`src/rtl/stream_pkg.sv`:
```
// Shared types and helpers for the narrow-stream width converters.
package stream_pkg;

  typedef enum logic {StIdle, StSend} stream_state_e;

  // Beat counter width: at least one bit even when RATIO==1.
  function automatic int unsigned beat_idx_width(input int unsigned ratio);
    int unsigned w;
    w = $clog2(ratio);
    return (w < 1) ? 1 : w;
  endfunction

endpackage

```
`src/rtl/stream_downsizer.sv`:
```
// Wide-to-narrow stream converter: one wide word in, RATIO narrow beats out, last beat flagged.
// Define STREAM_DOWNSIZER_MSB_FIRST_EN to emit the most significant slice first.
module stream_downsizer
  import stream_pkg::*;
#(
  parameter int unsigned OUT_WIDTH = 8,
  parameter int unsigned RATIO     = 4
) (
  input  logic                       clk,
  input  logic                       reset,
  output logic                       input_ready,
  input  logic                       input_valid,
  input  logic [OUT_WIDTH*RATIO-1:0] input_data,
  input  logic                       output_ready,
  output logic                       output_valid,
  output logic [OUT_WIDTH-1:0]       output_data,
  output logic                       output_last
);

  localparam int unsigned IdxW = beat_idx_width(RATIO);
  localparam logic [IdxW-1:0] LastIdx = IdxW'(RATIO - 1);

  stream_state_e              state_q;
  logic [IdxW-1:0]            idx_q;
  logic [OUT_WIDTH*RATIO-1:0] hold_q;

  always_ff @(posedge clk or posedge reset) begin
    if (reset) begin
      state_q <= StIdle;
      idx_q   <= '0;
      hold_q  <= '0;
    end else begin
      unique case (state_q)
        StIdle: begin
          if (input_valid) begin
            hold_q  <= input_data;
            idx_q   <= '0;
            state_q <= StSend;
          end
        end
        StSend: begin
          if (output_ready) begin
            if (idx_q == LastIdx) begin
              // Last beat leaves: reload immediately for zero-bubble streaming.
              idx_q <= '0;
              if (input_valid) begin
                hold_q <= input_data;
              end else begin
                state_q <= StIdle;
              end
            end else begin
              idx_q <= idx_q + IdxW'(1);
            end
          end
        end
        default: state_q <= StIdle;
      endcase
    end
  end

  assign output_valid = (state_q == StSend);
  assign output_last  = output_valid && (idx_q == LastIdx);
  assign input_ready  = !reset && ((state_q == StIdle) || (output_last && output_ready));

  always_comb begin
    output_data = '0;
    for (int unsigned i = 0; i < RATIO; i++) begin
      if (idx_q == IdxW'(i)) begin
`ifdef STREAM_DOWNSIZER_MSB_FIRST_EN
        output_data = hold_q[(RATIO-1-i)*OUT_WIDTH +: OUT_WIDTH];
`else
        output_data = hold_q[i*OUT_WIDTH +: OUT_WIDTH];
`endif
      end
    end
  end

endmodule
```
`config.mk`:
```
export PLATFORM = sky130hd
export DESIGN_NAME = stream_downsizer
export DESIGN_NICKNAME = d
export VERILOG_FILES = /design/src/rtl/stream_pkg.sv /design/src/rtl/stream_downsizer.sv
export SDC_FILE = /design/constraint.sdc
export NUM_CORES = 1
export LEC_CHECK = 0
export ABC_AREA = 1
export CAP_MARGIN = 0
export CORE_MARGIN = 1
export CORE_UTILIZATION = 43
export DETAILED_ROUTE_END_ITERATION = 8
export GPL_ROUTABILITY_DRIVEN = 0
export PLACE_DENSITY = 0.75
export REMOVE_ABC_BUFFERS = 1
export SLEW_MARGIN = 20
export SYNTH_ARGS = -nofsm -noshare
export SYNTH_HDL_FRONTEND = slang
export SYNTH_SLANG_ARGS = --single-unit
```
`constraint.sdc`:
```
create_clock -name clk -period 1.78 [get_ports clk]
set_clock_uncertainty 0.2 [all_clocks]
set_input_delay 0.356 -clock clk [delete_from_list [all_inputs] [get_ports clk]]
set_output_delay 0.356 -clock clk [all_outputs]
set_load 0.03 [all_outputs]
```
## Yosys cells after proc, flatten, opt, wreduce, memory -nomap -nowiden

Index checks and enable logic that the tools add are counted.

- Register bits: 35
- Input port bits: 36
- Output and inout port bits: 11
- Logic and storage cells: 35

- $add $sub $neg: 1
- Equality and inequality tests: 6
- Muxes and demuxes: 16
- Bitwise logic cells: 1
- Reduce and logical (&&, ||, !) cells: 8

Operator list:

| cell | count |
|---|---|
| $mux 32 | 3 |
| $pmux 32 s2 | 1 |
| $mux 8 | 4 |
| $mux 2 | 3 |
| $eq 2x2->1 const B | 2 |
| $ne 2x2->1 const B | 2 |
| $pmux 2 s2 | 1 |
| $reduce_and 2->1 | 2 |
| $logic_and 1x1->1 | 3 |
| $mux 1 | 3 |
| $add 2x1->2 const B | 1 |
| $eq 2x1->1 const B | 1 |
| $logic_not 2->1 | 1 |
| $ne 2x1->1 const B | 1 |
| $pmux 1 s2 | 1 |
| $logic_not 1->1 | 1 |
| $logic_or 1x1->1 | 1 |
| $not 1->1 | 1 |

## Depth between registers and ports, before layout

Gate-level depths: netlist of the first run.

- Depth in word-level cells: 5
- Depth in mapped cells: 8
- Gate-level depth less buffers: 8

## Least setup slack after synthesis of the first run

OpenSTA, ideal clock, no wires.

- Path kind: reg-to-output
- Start: register idx_q[0]
- End: output output_data[3]
- Arrival: 1559 ps
- Data required time: 1224 ps
- Setup slack: -335 ps
- Cell stages (with the launch flop): 7
- Buffers on the path: 2
- Path through: dfrtp_1 > inv_1 > ha_1 > clkbuf_2 > buf_2 > a21oi_1 > a21oi_1

- Cells in the longest elaborated chain, start to end: 5
- Elaborated cells between the ends (all ways): 8
- Classes of those cells: eq/ne: 3; mux: 4; reduce/logical: 1

Ends and longest elaborated chain:

| item | line | text |
|---|---|---|
| from (decl) | stream_downsizer.sv:24 | `logic [IdxW-1:0] idx_q;` |
| from (signal assigned) | stream_downsizer.sv:52 | `idx_q <= idx_q + IdxW'(1);` |
| $logic_not 2->1 | stream_downsizer.sv:68 | `if (idx_q == IdxW'(i)) begin` |
| $mux 8 (3 in a row) | stream_downsizer.sv:68 |  |
| $mux 8 * | stream_downsizer.sv:68 |  |
| to (decl) | stream_downsizer.sv:16 | `output logic [OUT_WIDTH-1:0] output_data,` |

Every way passes the cells marked *; elsewhere a longest branch is shown, timed or not.

## Worst setup path after layout of the first run

- Start: register idx_q[0]
- End: output output_data[5]

The elaborated chain is that of the path after synthesis.

==> reports/results.txt, run 1 <==
full die area: 4420 um^2
Seq cells post-synth: 35
Synth top area share: 49.0%
P_int: 3.06 mW
worst setup path end: output_data[5]
setup ws final: -0.397 ns
share of layout cells above drive strength 1: 26.6%
Overflow after GRT: 0
R2R cell count: 8
setup TNS: -3.55 ns
reg2reg start: idx_q[0]
Final Hold Viols: 0
leak pwr: 1.37 nW
number of global-route vias before repair: 1631
GRT Util Overall: 22.0%
VDD IR max: 0.00121 V
Net count, final: 337
sw frac: 40.2%
DRT Pass-1 Iters: 5
Place WS: -0.149 ns
first-pass GRT wire length: 7.15 mm
Core ar.: 4000 um^2
final WL: 4.27 mm
clk buf depth: 2
Num CTS Buffers: 5
Clock Latency Late Sink: 0.29 ns
DR iter-0 viols: 104
initial core utilization: 44.7%
clock share of power: 16.5%
initial antenna violation count: 0
synthesized cell area: 1790 um^2
worst path arrival time: 1.62 ns
Die Height: 66.5 um
Yosys warnings: 0
Residual DRC: 0
CTS tree: yes
Sequential Power Share: 27.0%
Yosys cell types: 17
Setup-failing EPs final: 10
DP HPWL: 2.87 mm
Synth area leaders: dfrtp_1 49%, nand2_1 21%, nand3_1 7.3%, a21oi_1 4.8%, inv_1 3.6%
vias per cell: 4.88
minimum clock period: 2.18 ns
Syn-to-layout area delta: 55.2%
status: complete, but fails checks
Slew headroom: 79.8%
reg-to-reg slack, setup: 0.09 ns
Vias: 1693
final cell count without fillers: 347
Psw: 2.05 mW
H-tree depth: 2
data required time of the worst path: 1.22 ns
root buffer cell: clkbuf_8
Post-Synthesis Cells: 228
Die W: 66.5 um
largest net degree at the start of global routing: 36
critical path class: reg2out
wire per inst: 12.3 um
power after layout: 5.11 mW
worst r2r dst: hold_q[21]
Fmax achieved: 459 MHz
crit path capture type: output port
failing checks: setup timing
n_diodes: 0
Slew @ Worst Pin: 0.304 ns
RSZ-0062 raised after global routing: yes
Final Max Slew Viols: 0
Hold Crit Class: in2async
Crit Path Max Fanout: 4
P per Cell Area: 1840 nW/um^2
clock net sink count: 35
max-cap viol count: 0
Synth Area per Inst: 7.84 um^2
post-synthesis sequential area ratio: 49.0%
Comb power frac: 56.5%
num rows: 23
Tcrit/Tclk final: 122%
startpoint class of the critical path: register
Worst setup startpoint: idx_q[0]
IO Count: 47
final antenna-violating net count: 0
Buffers on Ports: 46
clock transition at the registers of the reported paths: 0.07 ns
dpl cells: 333
hold buffers post-CTS: 0
leading area contributor after synthesis: dfrtp_1
final cells by class:
| class | count | area, um^2 |
|---|---|---|
| well taps | 50 | 62.6 |
| clock buffers | 6 | 72.6 |
| inverters | 17 | 66.3 |
| fillers | 310 | 1220 |
| multi-input cells | 163 | 895 |
| clock inverters | 2 | 60.1 |
| repair buffers | 74 | 742 |
| flip-flops and latches | 35 | 877 |
per-layer routing:
| metal | vias to the layer above | global-route usage, % | part of all wire, % |
|---|---|---|---|
| li1 | 850 | - | - |
| met1 | 792 | 25.6 | 42 |
| met2 | 41 | 37.1 | 52 |
| met3 | 10 | 6.34 | 4.0 |
| met4 | 0 | 10.4 | 2.2 |
| met5 | - | 0 | 0 |
cells in the final DEF, fill, tap and decap left out, types with 3 or more instances in the layout:
cell,netlist,final
a21oi_1,17,4
a21oi_2,0,13
buf_12,0,3
buf_4,0,19
buf_6,4,16
clkbuf_8,0,5
clkdlybuf4s50_1,0,35
dfrtp_1,35,34
ha_4,0,5
inv_1,17,14
nand2_1,98,92
nand2_2,0,6
nand3_1,26,25
o21ai_0,6,6
o21ai_1,3,3
power by group through the flow:
stage / sequential (mW) / clock, mW / combinational (mW)
floorplan: 1.32 / 0 / 1.39
global placement: 1.34 / 0 / 2.24
detailed placement: 1.35 / 0 / 2.27
CTS: 1.35 / 0.861 / 2.71
global route: 1.42 / 0.900 / 3.16
finish: 1.38 / 0.844 / 2.89
cells by family (layout without fill, tap and decap cells):
group	Yosys count	count (layout)	share of synthesized area [%]
AOI/OAI and AO/OA	27	27	7.70
adders and majority gates	5	5	3.50
buffers and inverters	30	99	8.61
DFF	35	35	49.0
and+or+nand+nor	131	131	31.2
worst max-delay path: stages, from the launching register on:
cell and delay (ns):
dfrtp_2 0.46, inv_4 0.10, ha_4 0.14, inv_2 0.04
nor2_4 0.11, buf_6 0.13, nand2_1 0.04, nand2_1 0.05
nand2_1 0.04, nand2_1 0.07, buf_6 0.13
worst min path at each step:
stage	startpoint	to	cells past startpoint
after floorplan	input_data[0]	hold_q[0]	2
after global placement	hold_q[31]	hold_q[31]	2
after detailed placement	hold_q[30]	hold_q[30]	2
after CTS	reset	hold_q[17]	3
after global routing	reset	hold_q[22]	3
final	reset	output_valid	3
flip-flops by register name (all words and copies together), names as in the netlist:
signal and cells:
hold_q 32, idx_q 2, output_valid 1
metrics by stage:
stage	hold WS, ns	area [um^2]	utilization (%)
after global routing	0.284	2780	69.4
after CTS	0.258	2690	67.3
after detailed placement	0.295	2400	60.0
after global placement	0.289	2400	60.0
after floorplan	0.266	1700	-
final	0.254	2780	69.4
cell usage after synthesis (all sizes together):
cell and instances:
dfrtp 35, a21oi 17, nand3 27, or2 1, nand2 100, o21ai 9, buf 12, clkbuf 1
a22oi 1, inv 17, nor2 3, ha 5
repair_timing:
| action | in CTS | in global routing |
|---|---|---|
| gates cloned | 0 | 0 |
| endpoints found under the setup margin | 11 | 16 |
| pin swaps | 5 | 4 |
| hold endpoints to repair | 0 | 0 |
| buffers inserted | 5 | 1 |
| gates resized for setup | 35 | 18 |
Power figures use the tool's default switching activity.
==> run 2: changes to the inputs <==
--- a/config.mk
+++ b/config.mk
@@ -12,7 +12,6 @@
 export DETAILED_ROUTE_END_ITERATION = 8
 export GPL_ROUTABILITY_DRIVEN = 0
 export PLACE_DENSITY = 0.75
-export REMOVE_ABC_BUFFERS = 1
 export SLEW_MARGIN = 20
 export SYNTH_ARGS = -nofsm -noshare
 export SYNTH_HDL_FRONTEND = slang
==> run 2 against run 1 <==
Effect of this change:
- the flow still finishes with violations (setup timing)
- via count rose by 3.9%
- first-iteration DRC count increased by 46%
- highest routed layer unchanged
- clock-buffer cell count down 1
- non-clock buffer count is 3 lower
- largest power group unchanged
- register-to-register slack lost 0.12 ns
- wire length increased by 18%
- critical path depth shrank 3
- maximum frequency is 1.8% lower
- die area stayed put
- sequential share of layout area decreased by 0.75 points
- global-route usage rose by 3.1 points
==> reports/results.txt, run 2 (synthesis gave the netlist of run 1 again) <==
status: complete, but fails checks
Slew headroom: 79.4%
CTS tree: yes
critical path class: reg2out
Setup-failing EPs final: 32
Fmax achieved: 451 MHz
IO Count: 47
final core utilization: 71.1%
fill cell count: 293
Biggest register: hold_q
P per Cell Area: 1880 nW/um^2
flip-flop count of the largest register after layout: 32
leak pwr: 1.37 nW
Final Hold Viols: 0
Core ar.: 4000 um^2
Net count, final: 334
Vias: 1759
commonest non-fill, non-tap cell in the layout: nand2_1
worst path arrival time: 1.66 ns
data required time of the worst path: 1.22 ns
full die area: 4420 um^2
final antenna-violating net count: 0
Tcrit/Tclk final: 124%
GRT Util Overall: 25.1%
minimum clock period: 2.22 ns
failing checks: setup timing
VDD IR max: 0.00109 V
vias per cell: 5.11
first-pass GRT wire length: 8.11 mm
DR iter-0 viols: 152
DP HPWL: 3.11 mm
number of global-route vias before repair: 1772
initial antenna violation count: 0
root buffer cell: clkbuf_8
n_diodes: 0
crit path capture type: output port
DRT Pass-1 Iters: 4
Hold Crit Class: in2async
placed inst area: 2410 um^2
largest net degree at the start of global routing: 36
Syn-to-layout area delta: 59.0%
Clock Latency Late Sink: 0.30 ns
RSZ-0062 raised after global routing: yes
cell area after layout: 2840 um^2
Residual DRC: 0
share of layout cells above drive strength 1: 32.0%
post-synthesis net count: 269
Die W: 66.5 um
initial core utilization: 44.7%
wire per inst: 14.7 um
final WL: 5.05 mm
startpoint class of the critical path: register
Overflow after GRT: 0
num rows: 23
H-tree depth: 2
clock net sink count: 35
setup ws final: -0.436 ns
commonest non-fill, non-tap cells in the layout: 79 x nand2_1, 35 x clkdlybuf4s50_1, 34 x dfrtp_1
Final Max Slew Viols: 0
max-cap viol count: 0
clock transition at the registers of the reported paths: 0.07 ns
Slew @ Worst Pin: 0.310 ns
clk buf depth: 2
Buffers on Ports: 46
Crit Path Max Fanout: 12
Die Height: 66.5 um
Num CTS Buffers: 5
worst hold slack: 0.264 ns
[run 2: changes by cell type in the layout (fill, tap and decap cells not counted), moves of 2 or more]
cell     change
a21oi_1      -2
o21ai_1      +3
buf_4        -6
inv_2        +2
buf_12       +2
nand2_1     -13
nand2_2     +12
o21ai_0      -4
a21oi_4      +2
[run 2: repair_timing]
item                                   in CTS  in global routing
endpoints found under the hold margin       0                  0
cloned                                      0                  0
gates resized for setup                    44                 22
setup endpoints to repair                  42                 38
pin swaps                                  14                 15
hold buffers                                0                  0
setup buffers                               6                  2
[run 2: per-layer routing]
layer,routed length [um],vias to the layer above,GRT usage [%]
met1,2070,820,31.8
met4,259,0,14.1
met5,0,-,0
li1,-,844,-
met2,2430,72,40.9
met3,292,23,3.42
[run 2: where the power goes]
part	switching (mW)	leakage, nW	internal, mW
Sequential	0.237	0.432	1.16
Clock	0.312	0.0581	0.417
Combinational	1.75	0.880	1.47
Total	2.29	1.37	3.04
[run 2: worst paths after layout]
path | from | endpoint | slack, ns | depth (start not counted)
max | idx_q[0] | output_data[4] | -0.44 | 7
min | reset | output_valid | 0.26 | 3
max reg2reg | idx_q[0] | hold_q[13] | -0.03 | 9
min reg2reg | hold_q[29] | hold_q[29] | 0.31 | 2
max in group asynchronous | reset | idx_q[0] | 0.93 | 3
min in group clk | hold_q[29] | hold_q[29] | 0.31 | 2
[run 2: cell type report]
type                            count  area [um^2]  area share (%)
Inverter                           17         63.8            2.24
Sequential cell                    35          877            30.9
Clock inverter                      3         43.8            1.54
Clock buffer                        5         68.8            2.42
Multi-Input combinational cell    163          975            34.3
Timing Repair Buffer               71          752            26.5
Tap cell                           50         62.6            2.20
[run 2: critical path: stages, from the launching register on]
cell     delay, ns
dfrtp_2       0.43
buf_6         0.13
buf_12        0.12
ha_4          0.22
buf_4         0.16
nand2_1       0.11
nand2_4       0.06
buf_6         0.13
[run 2: stage by stage]
step           std cells  worst slack, ns  TNS (ns)  total power [mW]
5_1_grt              344           -0.529     -6.65              5.67
3_5_place_dp         328           -0.185     -2.99              3.74
2_1_floorplan        228          -0.0269   -0.0269              2.98
4_1_cts              342           -0.381     -3.10              5.05
6_report             344           -0.436     -4.08              5.34
3_3_place_gp         328           -0.145     -1.11              3.69
==> run 3: changes to the inputs <==
--- a/config.mk
+++ b/config.mk
@@ -7,7 +7,6 @@
 export LEC_CHECK = 0
 export ABC_AREA = 1
 export CAP_MARGIN = 0
-export CORE_MARGIN = 1
 export CORE_UTILIZATION = 43
 export DETAILED_ROUTE_END_ITERATION = 8
 export GPL_ROUTABILITY_DRIVEN = 0
==> results of run 3 <==
The final DEF is identical to that of run 2; final timing and power are the same.
